### src/rtl/clock_generation_pkg.sv
// Shared types for the io clock generator: system clock domain bundle, FSM
// states, rate configuration and the rate clamping rule.
package common_p;
  typedef struct packed {
    logic clk;
    logic rst;
  } clk_dom;
endpackage

package clks_alot_p;
  typedef enum logic [1:0] {
    IDLE,
    RUNNING,
    STOPPING
  } clock_gen_state_e;

  // Widest counter supported; instances use the low COUNTER_WIDTH bits.
  localparam int unsigned RATE_WIDTH_MAX = 32;

  localparam logic [RATE_WIDTH_MAX-1:0] MIN_HALF_RATE = 2;

  typedef struct packed {
    logic [RATE_WIDTH_MAX-1:0] half;
    logic [RATE_WIDTH_MAX-1:0] quarter;
  } clock_rate_cfg_s;

  // Half period is at least MIN_HALF_RATE; the quarter point is kept strictly
  // inside the half period so the two strobes never coincide.
  function automatic clock_rate_cfg_s clamp_rate(input logic [RATE_WIDTH_MAX-1:0] half,
                                                 input logic [RATE_WIDTH_MAX-1:0] quarter);
    clock_rate_cfg_s cfg;
    cfg.half = (half < MIN_HALF_RATE) ? MIN_HALF_RATE : half;
    if (quarter == '0) begin
      cfg.quarter = RATE_WIDTH_MAX'(1);
    end else if (quarter >= cfg.half) begin
      cfg.quarter = cfg.half - RATE_WIDTH_MAX'(1);
    end else begin
      cfg.quarter = quarter;
    end
    return cfg;
  endfunction
endpackage

### src/rtl/clock_generation_rate_counter.sv
// Latched-target half-period counter with clamping, wrap and the half/quarter
// strobes. Targets are captured on start and at every half boundary.
module rate_counter
  import clks_alot_p::*;
#(
  parameter int unsigned COUNTER_WIDTH = 16
) (
  input  logic                     clk,
  input  logic                     rst,
  input  logic                     start,
  input  logic                     run,
  input  logic [COUNTER_WIDTH-1:0] half_target,
  input  logic [COUNTER_WIDTH-1:0] quarter_target,
  output logic                     half_elapsed,
  output logic                     quarter_elapsed
);

  clock_rate_cfg_s          cfg_next;
  logic                     unused_cfg_bits;
  logic [COUNTER_WIDTH-1:0] half_q;
  logic [COUNTER_WIDTH-1:0] quarter_q;
  logic [COUNTER_WIDTH-1:0] count;
  logic                     wrap;

  assign cfg_next        = clamp_rate(RATE_WIDTH_MAX'(half_target), RATE_WIDTH_MAX'(quarter_target));
  assign unused_cfg_bits = ^cfg_next;

  assign wrap            = (count == half_q - COUNTER_WIDTH'(1));
  assign half_elapsed    = run && wrap;
  assign quarter_elapsed = run && (count == quarter_q - COUNTER_WIDTH'(1));

  always_ff @(posedge clk) begin
    if (rst) begin
      count     <= '0;
      half_q    <= COUNTER_WIDTH'(MIN_HALF_RATE);
      quarter_q <= COUNTER_WIDTH'(1);
    end else if (start || (run && wrap)) begin
      count     <= '0;
      half_q    <= cfg_next.half[COUNTER_WIDTH-1:0];
      quarter_q <= cfg_next.quarter[COUNTER_WIDTH-1:0];
    end else if (run) begin
      count <= count + COUNTER_WIDTH'(1);
    end else begin
      count <= '0;
    end
  end

endmodule

### src/rtl/clock_generation.sv
// io clock generator: start/stop sequencing FSM and the registered io clock,
// with phase strobes from the rate counter. Stops only at the idle level.
module clock_generation
  import clks_alot_p::*;
#(
  parameter int unsigned COUNTER_WIDTH = 16
) (
  input  common_p::clk_dom         sys_dom_i,
  input  logic                     clock_enable_i,
  input  logic [COUNTER_WIDTH-1:0] half_rate_target_i,
  input  logic [COUNTER_WIDTH-1:0] quarter_rate_target_i,
  input  logic                     idle_value_i,
  output logic                     clock_active_o,
  output logic                     io_clk_o,
  output logic                     half_rate_elapsed_o,
  output logic                     quarter_rate_elapsed_o
);

  logic             clk;
  logic             rst;
  clock_gen_state_e state;
  clock_gen_state_e state_next;
  logic             io_clk_q;
  logic             idle_q;
  logic             run;
  logic             start;
  logic             half_elapsed;
  logic             quarter_elapsed;

  assign clk   = sys_dom_i.clk;
  assign rst   = sys_dom_i.rst;
  assign run   = (state != IDLE);
  assign start = (state == IDLE) && clock_enable_i;

  rate_counter #(
    .COUNTER_WIDTH(COUNTER_WIDTH)
  ) u_rate_counter (
    .clk            (clk),
    .rst            (rst),
    .start          (start),
    .run            (run),
    .half_target    (half_rate_target_i),
    .quarter_target (quarter_rate_target_i),
    .half_elapsed   (half_elapsed),
    .quarter_elapsed(quarter_elapsed)
  );

  always_comb begin
    state_next = state;
    case (state)
      IDLE:     if (clock_enable_i) state_next = RUNNING;
      RUNNING:  if (!clock_enable_i) state_next = STOPPING;
      STOPPING: begin
        // Leave only on the boundary whose toggle lands on the idle level.
        if (clock_enable_i) state_next = RUNNING;
        else if (half_elapsed && ((~io_clk_q) == idle_q)) state_next = IDLE;
      end
      default:  state_next = IDLE;
    endcase
  end

  always_ff @(posedge clk) begin
    if (rst) begin
      state    <= IDLE;
      io_clk_q <= 1'b0;
      idle_q   <= 1'b0;
    end else begin
      state <= state_next;
      if (state == IDLE) begin
        io_clk_q <= idle_value_i;
        if (clock_enable_i) idle_q <= idle_value_i;
      end else if (half_elapsed) begin
        io_clk_q <= ~io_clk_q;
      end
    end
  end

  assign clock_active_o         = run;
  assign io_clk_o               = io_clk_q;
  assign half_rate_elapsed_o    = half_elapsed;
  assign quarter_rate_elapsed_o = quarter_elapsed;

endmodule
### config.mk
export PLATFORM = sky130hd
export DESIGN_NAME = clock_generation
export DESIGN_NICKNAME = d
export VERILOG_FILES = /design/src/rtl/clock_generation_pkg.sv /design/src/rtl/clock_generation_rate_counter.sv /design/src/rtl/clock_generation.sv
export SDC_FILE = /design/constraint.sdc
export NUM_CORES = 1
export LEC_CHECK = 0
export BUFFER_PORTS_ARGS = -buffer_cell sky130_fd_sc_hd__buf_2
export CAP_MARGIN = 0
export CORE_MARGIN = 5
export CORE_UTILIZATION = 40
export CTS_BUF_LIST = sky130_fd_sc_hd__clkbuf_16
export DETAILED_ROUTE_END_ITERATION = 8
export PLACE_DENSITY = 0.62
export SETUP_SLACK_MARGIN = 0.3
export SYNTH_ARGS = -nofsm -noshare
export SYNTH_HDL_FRONTEND = slang
export SYNTH_HIERARCHICAL = 1
export SYNTH_SLANG_ARGS = --single-unit
### constraint.sdc
create_clock -name sys_dom_i -period 7.95 [get_ports sys_dom_i]
set_input_delay 2.385 -clock sys_dom_i [delete_from_list [all_inputs] [get_ports sys_dom_i]]
set_output_delay 2.385 -clock sys_dom_i [all_outputs]
set_load 0.02 [all_outputs]
==> summary by stage <==
Outcome
The run finished with clean final reports.

Placed design
The worst slack at placement is 1.33 ns. The detailed-placement wirelength estimate is between 8000 and 9000 microns. The final weighted congestion in routability-driven placement is roughly 0.9. Port buffering added 38 buffers.

After detailed placement, the total cell area comes to ~0.0042 sq mm.

Clock tree
In this run, post-CTS hold repair placed 0 buffers. The clock reaches the later pin of the worst-skew pair after 0.29 ns. The post-CTS clock slew at the launch and capture registers of the worst setup and hold paths is 0.06 ns. The number of resized instances in the post-cts repair step is 0. TritonCTS built the clock tree. The post-CTS setup buffer count is 0.

Power
Of the total power, combinational logic draws 0.315. The analysis attributes to cell leakage a power of 2.00 nW. The total power density per cell area is 334 mW/mm^2. The internal portion of total power is 0.934 mW.

The largest vdd supply drop is about 0.12 mV. The share of power burned in registers is 0.277. The clock network fraction of total power is 0.408. Of the total power, the share spent switching nets is 0.408. Summed over all nets, the switching power comes to between 0.6 and 0.7 mW.

Timing
Between clock sinks in the finished design, the worst skew comes to 0.00557 ns. The final sum of negative setup slack is 0 ns. The slew at the pin closest to its max-slew limit is around 1.1 ns. In this run the tightest slew margin relative to its limit is 0.266. The number of failing hold endpoints at the final stage was 0. The max-slew violation total from the final report is 0. Setup violations remaining at the end of the flow were counted as 0.

The final worst slack is 1.57 ns. The highest clock frequency the design can meet is 0.157 GHz. Setup repair after global routing left no endpoint under its margin. In the finished design, the share of the clock period the worst path needs comes to 0.802. The smallest clock period supported by the final layout is computed as around 6.4 ns.

Layout
Compared with the post-synthesis result, the final layout area differs by 18.7%. After filler insertion, the fill cell instance count of the layout stands at 998. The number of nets in the layout is 569. The sequential cell area is 0.00104 sq mm. Leaving out fill and tap cells, the most frequent cell in the layout is dfxtp_1. The share of final-layout standard cells stronger than drive strength 1 is 0.170. In the layout the commonest cells are dfxtp_1, nor2_1, xnor2_1. The antenna cell count is 0. The design area is roughly 0.0047 sq mm. The multi-input combinational cells in the finished layout cover a total of 0.00274 sq mm.

GRT
The wire length of the first global-routing pass is 18700 microns. met2 is the most crowded layer. The sum of overflow across all layers after global routing is 0. The met2 routing resource usage after global routing is 0.299.

The maximum number of pins on one net before global-route repair is 19. In the global route stage, met1 resource usage came out at 0.223. The number of antenna violations at the first check in global routing is 0. The met3 demand-to-capacity share in global routing is 0.114.

The total routing usage reported by global routing is 0.210. The via count of the first global-routing pass is ~4300.

Routing
Across all layers, the routed design uses 3708 vias. The first-iteration detailed-routing DRC count is 222. The total DRC errors in the routed layout is 0.

In this run the remaining antenna-violating nets after routing total 0. The average via count per standard cell is 5.70. The first-pass iteration count of the detailed router is 5. The routed wirelength normalized by instance count is 17.9 microns. The final wirelength is 11700 microns.

Floorplan
The die is 110 microns wide. The die area is 0.0120 sq mm. The number of top-level pins is 40. In this run the core area contains 36 standard-cell rows.

The core region is 0.00973 sq mm. The vertical die dimension is 110 microns. For this configuration, the core starts out at a cell density of 0.408.

Yosys
The fraction of synthesis flops using an asynchronous set or reset pin is 0. The most used flip-flop cell after synthesis is dfxtp_1. Averaged over all synthesized cells, the footprint is 8.36 sq um. Of the total synthesized cell area, the portion taken by XOR and XNOR cells is 0.154. The number of nets handed over by synthesis was 531. Of the total synthesized cell area, the portion taken by AND, OR, NAND and NOR gates is 0.255. After synthesis the cells add up to about 0.0040 sq mm. The unique cell type count in the Yosys netlist is 64. The post-synthesis register bit count is 52.

The sequential element share of the synthesized area is 0.262. The number of instances in the synthesized netlist is 475. During synthesis, Yosys emitted a total of 6 warnings. The area share of fa/ha/maj cells after synthesis is 0.0630.

The combinational family with the most area after synthesis is simple AND/OR/NAND/NOR gates. Of the post-synthesis cell area, the part taken by muxes is 0.0857. The compound-gate portion of the synthesized area came to 0.130. The number of enable flip-flop cells after synthesis is 0.

Worst setup path
STA classifies the critical path startpoint as an input pin. The kind of end point of the critical path is a register. For the worst setup path, the data arrival time is 6.55 ns.

The maximum fanout count along the critical path is 16. The critical path is of the in2reg type. Data on the critical path is required at its endpoint by roughly 8.1 ns.

Min path
The min-delay analysis places its worst path in the category clk2reg.

Run
The tool flagged a number of max-cap violations equal to 0.
[through the flow]
| step | power [mW] | cells | hold slack [ns] | util |
|---|---|---|---|---|
| floorplan | 0.965 | 475 | 0.0646 | - |
| global placement | 1.03 | 627 | 0.0646 | 0.435 |
| detailed placement | 1.04 | 627 | 0.0646 | 0.435 |
| CTS | 1.59 | 650 | 0.0679 | 0.485 |
| global route | 1.69 | 650 | 0.0673 | 0.485 |
| finish | 1.58 | 650 | 0.0541 | 0.485 |
[area by class of cell]
cell class | instances | area share
multi-input combinational | 380 | 0.582
sequential | 52 | 0.221
clock buffer | 18 | 0.0955
timing repair buffer | 39 | 0.0419
tap | 133 | 0.0353
inverter | 23 | 0.0183
clock inverter | 5 | 0.00637
[power by group through the flow]
stage | Combinational (mW) | Clock (mW) | Sequential, mW
global placement | 0.471 | 0.123 | 0.436
floorplan | 0.403 | 0.160 | 0.403
finish | 0.497 | 0.643 | 0.437
detailed placement | 0.480 | 0.123 | 0.439
global route | 0.548 | 0.698 | 0.446
CTS | 0.495 | 0.665 | 0.434
[state kept, by name, indices dropped and copies added (netlist names)]
register / count
u_rate_counter/quarter_q: 16
io_clk_o: 1
idle_q: 1
u_rate_counter/count: 16
u_rate_counter/half_q: 16
state: 2
[worst max-delay path, stage by stage]
cell	delay, ns
buf_2	0.12
or4_1	0.59
or4_1	0.53
nor4_1	0.36
nand2_1	0.14
o31ai_2	0.27
inv_2	0.08
ha_1	0.27
nand2b_1	0.14
a21oi_1	0.14
o21a_1	0.11
o21ai_0	0.14
a21oi_2	0.86
mux2i_1	0.33
o21ai_1	0.08
[synthesized netlist by cell type (all sizes together), types with 3 or more instances]
master	n	area share
and2	4	0.0063
inv	23	0.022
ha	20	0.063
nor2	49	0.046
or3	5	0.0079
nor3b	6	0.013
mux2i	34	0.086
and4	4	0.0088
nand4	5	0.0079
clkbuf	12	0.011
xnor2	41	0.090
a211oi	5	0.011
dfxtp	52	0.26
nor3	17	0.021
xor2	29	0.064
a21o	4	0.0076
and3	5	0.0079
nand2b	10	0.018
nand2	31	0.030
buf	8	0.017
nand3	14	0.018
nor4	17	0.034
a21oi	9	0.011
or4	7	0.014
or2	5	0.0079
a311oi	3	0.0098
o21ai	24	0.040
a31oi	7	0.011
[cells by family (layout without fill, tap and decap cells)]
kind of cell             after synthesis  count (layout)
adder cells (fa/ha/maj)               20              20
multiplexers                          34              34
AND/OR/NAND/NOR                      186             186
XOR/XNOR                              70              70
AO/OA/AOI/OAI                         70              70
flip-flops                            52              52
buffers and inverters                 43              85
[worst paths after layout]
check                                                  from                     endpoint  slack [ns]  cells after the start
worst min-delay path                           sys_dom_i[0]                     io_clk_o        0.05                      3
worst min register to register  u_rate_counter/quarter_q[1]  u_rate_counter/quarter_q[1]        0.48                      2
worst max-delay path                  half_rate_target_i[6]  u_rate_counter/quarter_q[4]        1.57                     15
worst max register to register     u_rate_counter/half_q[0]  u_rate_counter/quarter_q[0]        4.47                     11
[layer usage]
| metal | vias to the layer above | routed length, microns |
|---|---|---|
| met1 | 1753 | 4980 |
| met4 | 0 | 359 |
| li1 | 1777 | - |
| met3 | 31 | 836 |
| met5 | - | 0 |
| met2 | 147 | 5490 |
Power figures use the tool's default switching activity.
